===== config.mk =====
export PLATFORM = sky130hd
export DESIGN_NAME = xbar_cfg_loader_flat
export DESIGN_NICKNAME = d
export VERILOG_FILES = /design/src/rtl/xbar_cfg_loader_if.sv /design/src/rtl/xbar_cfg_loader.sv /design/src/flat_wrapper.sv
export SDC_FILE = /design/constraint.sdc
export NUM_CORES = 1
export LEC_CHECK = 0
export ABC_AREA = 1
export CORE_MARGIN = 2
export CORE_UTILIZATION = 40
export CTS_BUF_LIST = sky130_fd_sc_hd__clkbuf_16
export CTS_CLUSTER_DIAMETER = 200
export DETAILED_ROUTE_END_ITERATION = 6
export DONT_BUFFER_PORTS = 1
export SLEW_MARGIN = 30
export SYNTH_ARGS = -nofsm -noshare
export SYNTH_HDL_FRONTEND = slang
export SYNTH_SLANG_ARGS = --single-unit
export TNS_END_PERCENT = 10

===== constraint.sdc =====
create_clock -name clk -period 1.8 [get_ports clk]
set_input_delay 0.18 -clock clk [delete_from_list [all_inputs] [get_ports clk]]
set_output_delay 0.18 -clock clk [all_outputs]
set_load 0.02 [all_outputs]

===== src/rtl/xbar_cfg_loader_if.sv =====
// Configuration write port for xbar_cfg_loader: valid/ready handshake
// carrying an output index and the input select to load for it.
interface xbar_cfg_loader_if #(
    parameter int ADDR_W = 6,
    parameter int SEL_W  = 5
);
    logic              cfg_valid;
    logic              cfg_ready;
    logic [ADDR_W-1:0] cfg_addr;
    logic [SEL_W-1:0]  cfg_sel;

    modport master (
        output cfg_valid,
        output cfg_addr,
        output cfg_sel,
        input  cfg_ready
    );

    modport slave (
        input  cfg_valid,
        input  cfg_addr,
        input  cfg_sel,
        output cfg_ready
    );
endinterface


===== src/rtl/xbar_cfg_loader.sv =====
// xbar_cfg_loader: shadow/active configuration controller for the LUT-tile
// input crossbar. Select writes land in a shadow image; a commit copies the
// whole image into the active packed mux-config vector in a single edge.
// Also provides a sequenced field-by-field clear, a sticky range error and a
// commit epoch counter.
// Optional feature: define XBAR_CFG_READBACK_EN to add a registered shadow
// readback port (rd_addr / rd_sel / rd_err).
module xbar_cfg_loader #(
    parameter int NUM_INS  = 27,
    parameter int NUM_OUTS = 35,
    parameter int SEL_W    = 5,
    parameter int ADDR_W   = 6,
    parameter int EPOCH_W  = 8
) (
    input  logic                       clk,
    input  logic                       reset,
    xbar_cfg_loader_if.slave           cfg,
    input  logic                       commit,
    input  logic                       clear,
    output logic                       busy,
    output logic                       commit_done,
    output logic                       err,
    output logic [EPOCH_W-1:0]         cfg_epoch,
    output logic [NUM_OUTS*SEL_W-1:0]  io_mux_configs
`ifdef XBAR_CFG_READBACK_EN
    ,
    input  logic [ADDR_W-1:0]          rd_addr,
    output logic [SEL_W-1:0]           rd_sel,
    output logic                       rd_err
`endif
);

    localparam int IMG_W = NUM_OUTS * SEL_W;
    localparam logic [ADDR_W-1:0] LAST_IDX = ADDR_W'(NUM_OUTS - 1);

    typedef enum logic [1:0] {
        ST_IDLE   = 2'd0,
        ST_CLEAR  = 2'd1,
        ST_COMMIT = 2'd2
    } state_t;

    state_t              state_q,  state_d;
    logic [IMG_W-1:0]    shadow_q, shadow_d;
    logic [IMG_W-1:0]    active_q, active_d;
    logic [ADDR_W-1:0]   clr_cnt_q, clr_cnt_d;
    logic [EPOCH_W-1:0]  epoch_q,  epoch_d;
    logic                done_q,   done_d;
    logic                err_q,    err_d;
    logic                ready_s;
    logic                wr_ok_s;

    // A write is legal only when both the output index and the select fit.
    assign wr_ok_s = (32'(cfg.cfg_addr) < NUM_OUTS) && (32'(cfg.cfg_sel) < NUM_INS);

    assign cfg.cfg_ready  = ready_s;
    assign busy           = (state_q != ST_IDLE);
    assign commit_done    = done_q;
    assign err            = err_q;
    assign cfg_epoch      = epoch_q;
    assign io_mux_configs = active_q;

    // State register and all datapath registers; reset aborts any clear/commit.
    always_ff @(posedge clk or negedge reset) begin
        if (!reset) begin
            state_q   <= ST_IDLE;
            shadow_q  <= '0;
            active_q  <= '0;
            clr_cnt_q <= '0;
            epoch_q   <= '0;
            done_q    <= 1'b0;
            err_q     <= 1'b0;
        end else begin
            state_q   <= state_d;
            shadow_q  <= shadow_d;
            active_q  <= active_d;
            clr_cnt_q <= clr_cnt_d;
            epoch_q   <= epoch_d;
            done_q    <= done_d;
            err_q     <= err_d;
        end
    end

    // Next-state and datapath updates; priority in IDLE is clear > commit > write.
    always_comb begin
        state_d   = state_q;
        shadow_d  = shadow_q;
        active_d  = active_q;
        clr_cnt_d = clr_cnt_q;
        epoch_d   = epoch_q;
        done_d    = 1'b0;
        err_d     = err_q;
        ready_s   = 1'b0;

        case (state_q)
            ST_IDLE: begin
                ready_s = !clear && !commit;
                if (clear) begin
                    state_d   = ST_CLEAR;
                    clr_cnt_d = '0;
                    err_d     = 1'b0;
                end else if (commit) begin
                    state_d = ST_COMMIT;
                end else if (cfg.cfg_valid) begin
                    if (wr_ok_s) begin
                        for (int i = 0; i < NUM_OUTS; i++) begin
                            shadow_d[i*SEL_W +: SEL_W] = (cfg.cfg_addr == ADDR_W'(i))
                                ? cfg.cfg_sel : shadow_q[i*SEL_W +: SEL_W];
                        end
                    end else begin
                        // Illegal write is still consumed; only the flag records it.
                        err_d = 1'b1;
                    end
                end else begin
                    state_d = ST_IDLE;
                end
            end
            ST_CLEAR: begin
                for (int i = 0; i < NUM_OUTS; i++) begin
                    shadow_d[i*SEL_W +: SEL_W] = (clr_cnt_q == ADDR_W'(i))
                        ? {SEL_W{1'b0}} : shadow_q[i*SEL_W +: SEL_W];
                end
                if (clr_cnt_q == LAST_IDX) begin
                    state_d   = ST_IDLE;
                    clr_cnt_d = '0;
                end else begin
                    clr_cnt_d = clr_cnt_q + ADDR_W'(1);
                end
            end
            ST_COMMIT: begin
                active_d = shadow_q;
                epoch_d  = epoch_q + EPOCH_W'(1);
                done_d   = 1'b1;
                state_d  = ST_IDLE;
            end
            default: begin
                state_d = ST_IDLE;
            end
        endcase
    end

`ifdef XBAR_CFG_READBACK_EN
    logic [SEL_W-1:0] rd_sel_q, rd_sel_d;
    logic             rd_err_q, rd_err_d;

    assign rd_sel = rd_sel_q;
    assign rd_err = rd_err_q;

    // Select the addressed shadow field; out-of-range addresses read as zero.
    always_comb begin
        rd_sel_d = '0;
        rd_err_d = 1'b0;
        if (32'(rd_addr) < NUM_OUTS) begin
            for (int i = 0; i < NUM_OUTS; i++) begin
                rd_sel_d = (rd_addr == ADDR_W'(i)) ? shadow_q[i*SEL_W +: SEL_W] : rd_sel_d;
            end
        end else begin
            rd_err_d = 1'b1;
        end
    end

    // Readback result register, one cycle after rd_addr is presented.
    always_ff @(posedge clk or negedge reset) begin
        if (!reset) begin
            rd_sel_q <= '0;
            rd_err_q <= 1'b0;
        end else begin
            rd_sel_q <= rd_sel_d;
            rd_err_q <= rd_err_d;
        end
    end
`endif

endmodule


===== src/flat_wrapper.sv =====
// flat-port wrapper written by rule: the top's interface ports become plain ports
module xbar_cfg_loader_flat 
#(
    parameter int NUM_INS  = 27,
    parameter int NUM_OUTS = 35,
    parameter int SEL_W    = 5,
    parameter int ADDR_W   = 6,
    parameter int EPOCH_W  = 8
)
  (clk, reset, commit, clear, busy, commit_done, err, cfg_epoch, io_mux_configs, cfg_cfg_valid, cfg_cfg_addr, cfg_cfg_sel, cfg_cfg_ready);
  xbar_cfg_loader_if #(.ADDR_W(ADDR_W), .SEL_W(SEL_W)) cfg_i ();
  input  logic clk;
  input  logic reset;
  input  logic commit;
  input  logic clear;
  output logic busy;
  output logic commit_done;
  output logic err;
  output logic [EPOCH_W-1:0] cfg_epoch;
  output logic [NUM_OUTS*SEL_W-1:0] io_mux_configs;
  input wire logic [$bits(cfg_i.cfg_valid)-1:0] cfg_cfg_valid;
  input wire logic [$bits(cfg_i.cfg_addr)-1:0] cfg_cfg_addr;
  input wire logic [$bits(cfg_i.cfg_sel)-1:0] cfg_cfg_sel;
  output wire logic [$bits(cfg_i.cfg_ready)-1:0] cfg_cfg_ready;
  assign cfg_i.cfg_valid = cfg_cfg_valid;
  assign cfg_i.cfg_addr = cfg_cfg_addr;
  assign cfg_i.cfg_sel = cfg_cfg_sel;
  assign cfg_cfg_ready = cfg_i.cfg_ready;
  xbar_cfg_loader #(.NUM_INS(NUM_INS), .NUM_OUTS(NUM_OUTS), .SEL_W(SEL_W), .ADDR_W(ADDR_W), .EPOCH_W(EPOCH_W)) u_core (.clk(clk), .reset(reset), .cfg(cfg_i), .commit(commit), .clear(clear), .busy(busy), .commit_done(commit_done), .err(err), .cfg_epoch(cfg_epoch), .io_mux_configs(io_mux_configs));
endmodule

==> impl_results.md <==
- Syn_nets: 1869
- Yosys cell types: 28
- Share of cells above drive strength 1: 11.39%
- PwrDens: 1773 nW/um^2
- WL per Instance: 17.25 microns
- GRT Resource Usage Total: between 20% and 30%
- Clock Tree Buf Depth: 3
- Fin nets: 1915
- Clk pin slew, worst setup/hold paths: 0.06 ns
- Final Cycle Share: a little over nine tenths
- 1st-iter DRT viols: 845
- Final hold violation count: roughly 370
- RSZ-0062 raised after global routing: true
- Yosys warnings: 0
- Sequential area share after synthesis: just under 60%
- # setup viols final: 0
- Yosys top cell area share: 59.32%
- Worst setup EP type: primary output
- Main area contributors after synthesis: dfrtp_1 (59%), nand2_1 (24%), nand3_1 (7.2%), buf_2 (1.3%), nor2_2 (1.1%)
- Status: finished, violations left
- Leak pwr: 9.754 nW
- CP required: 1.62 ns
- Most frequent cells after synthesis: nand2_1 (993), dfrtp_1 (368), nand3_1 (223)
- Top FF cell, synth: dfrtp_1
- Post-Syn Area: 15520 sq um
- R2r setup slk: 0.06 ns
- Chip Width: 201 microns
- Clock latency at the later pin of the worst-skew pair: 0.56 ns
- Number of synthesized register bits: 368
- Worst-Margin Slew: 1.156 ns
- Most numerous cell in the Yosys netlist: nand2_1
- Htree depth: 2
- Setup Skew: 0.01571 ns
- Ant diodes: 0
- Clock sinks: 368
- Vias in the first global route: 11841
- Initial Utilization: roughly 40%
- WL final: 42.10 mm
- Number of port buffers: 0
- CTS Hold Buffers Added: 5
- Avg Cell Area, Syn: 8.400 sq um
- CTS Buf Count: 41
- CP Class: reg -> out
- Initial antenna violation count: 0
- Placer Congestion: 0.8833
- Antenna Nets Post-Route: 0
- CTS tree: done
- Post-layout min period: ~1.8 ns
- Max-slew violations: 0
- Vias per cell: roughly 5
- Row cnt: 72
- Global-route wire length before repair: 67.88 mm
- Peak supply drop: 0.0008686 V
- Failing checks: negative hold slack
- Layout Area Growth over Synthesis: 16.64%
- DR pass1 iterations: 5
- Die ar.: roughly 40000 sq um
- Largest net degree at the start of global routing: 369
- DRC Markers: 0
- Worst Path Max Fanout: 9
- Startpoint types: flip-flop
- Final HPWL DP: 27.44 mm
- Vias: 12045
- Max Freq: 562.3 MHz
- DP Cell Count: 2361
- Crit path DAT: 1.60 ns
- I/O pin cnt: about 200
- Post-synth top area cell: dfrtp_1
- Number of synthesized flops with an enable pin: 0
- Max-slew headroom: between 20% and 30%
- Maxcap violations: 0
- Setup TNS: 0 ns
- Post-synth ARST share: 100.0%
- Worst hold path class: in -> async
- Clock root buffer master: clkbuf_16
- Hold WS: -0.6676 ns
- Gr ovfl total: 0
- Cells after synthesis: 1848
- Fin cells: 2441
- Die Y: 201 microns
- Core Region: 38470 sq um
-- timing repair --
| item | in CTS | in global routing |
|---|---|---|
| gates cloned | 0 | 0 |
| gates resized for setup | 8 | 29 |
| setup buffers | 2 | 1 |
| pin swaps | 1 | 2 |
| setup endpoints to repair | 18 | 137 |
| endpoints found under the hold margin | 375 | 368 |
-- flip-flops by register name, summed over array words and instances, names as in the netlist --
register	flops
u_core.state_q	2
u_core.shadow_q	175
u_core.io_mux_configs	175
u_core.commit_done	1
u_core.clr_cnt_q	6
u_core.cfg_epoch	8
u_core.err	1
-- cell usage in the layout, fill, tap and decap left out, drive strengths merged --
master,instances
nand4,3
dlygate4sd3,5
o22ai,2
o21ai,32
nand2,999
or2,5
nor2,53
inv,57
bufinv,3
clkbuf,43
clkinvlp,1
and2,1
nand3,223
a21oi,8
xor2,6
ha,5
dfrtp,368
clkinv,15
xnor2,4
buf,86
nor3,4
-- logic make-up after synthesis --
group / Yosys count / share of synthesized area, %
adder cells (fa/ha/maj): 5 / 0.4030
AND/OR/NAND/NOR: 1288 / 33.99
buffers and inverters: 135 / 3.724
XOR/XNOR: 10 / 0.5642
flip-flops: 368 / 59.32
AO/OA/AOI/OAI: 42 / 1.999
-- worst max-delay path: stages (launching register included) --
cell and delay, ns:
dfrtp_1 0.41, nor2_2 0.12, inv_2 0.07, buf_8 0.16, nor3_2 0.11, buf_4 0.16
-- power breakdown --
part / total, W / leakage, nW / internal (W) / switching (W)
combinational: 0.00856 / 4.26 / 0.00307 / 0.00549
clock: 0.00810 / 0.666 / 0.00474 / 0.00335
sequential: 0.0154 / 4.83 / 0.0114 / 0.00407
-- final cells by class --
type / count / area, sq um
Multi-Input combinational cell: 1345 / 5887
Inverter: 47 / 183.9
Tap cell: 518 / 648.1
Timing Repair Buffer: 91 / 882.1
Sequential cell: 368 / 9213
Clock inverter: 29 / 216.5
Clock buffer: 43 / 1076
Fill cell: 3786 / 20360
-- worst paths after layout --
path                                      from                   endpoint  depth (start not counted)
setup / recovery             u_core.state_q[1]              cfg_cfg_ready                          5
hold / removal                           reset  u_core.io_mux_configs[41]                          0
setup reg to reg           u_core.clr_cnt_q[0]       u_core.shadow_q[174]                         10
hold reg to reg            u_core.shadow_q[60]  u_core.io_mux_configs[60]                          2
max in group asynchronous                reset        u_core.clr_cnt_q[4]                          0
min in group clk               cfg_cfg_addr[4]       u_core.shadow_q[172]                          7
-- stage by stage --
stage | setup slack, ns | utilization [%] | total power [W] | hold WS (ns) | area (sq um)
final | 0.02144 | 47.07 | 0.03210 | -0.6676 | 18110
after global routing | -0.04799 | 47.07 | 0.03423 | -0.7002 | 18110
after CTS | 0.003870 | 46.80 | 0.03224 | -0.7017 | 18000
after detailed placement | -0.06656 | 43.20 | 0.02386 | -0.09976 | 16620
after global placement | -0.05376 | 43.20 | 0.02362 | -0.1028 | 16620
after floorplan | 0.2501 | - | 0.02038 | -0.1156 | 15520
-- routing by layer --
metal	track usage, %	vias up	share of wire [%]	routed length (microns)
met4	5.847	0	2.1	896
met2	34.54	284	48	20010
met5	0	-	0	0
met3	4.821	60	5.9	2475
met1	28.56	5826	44	18720
li1	-	5875	-	-
(Power assumes the default switching activity.)
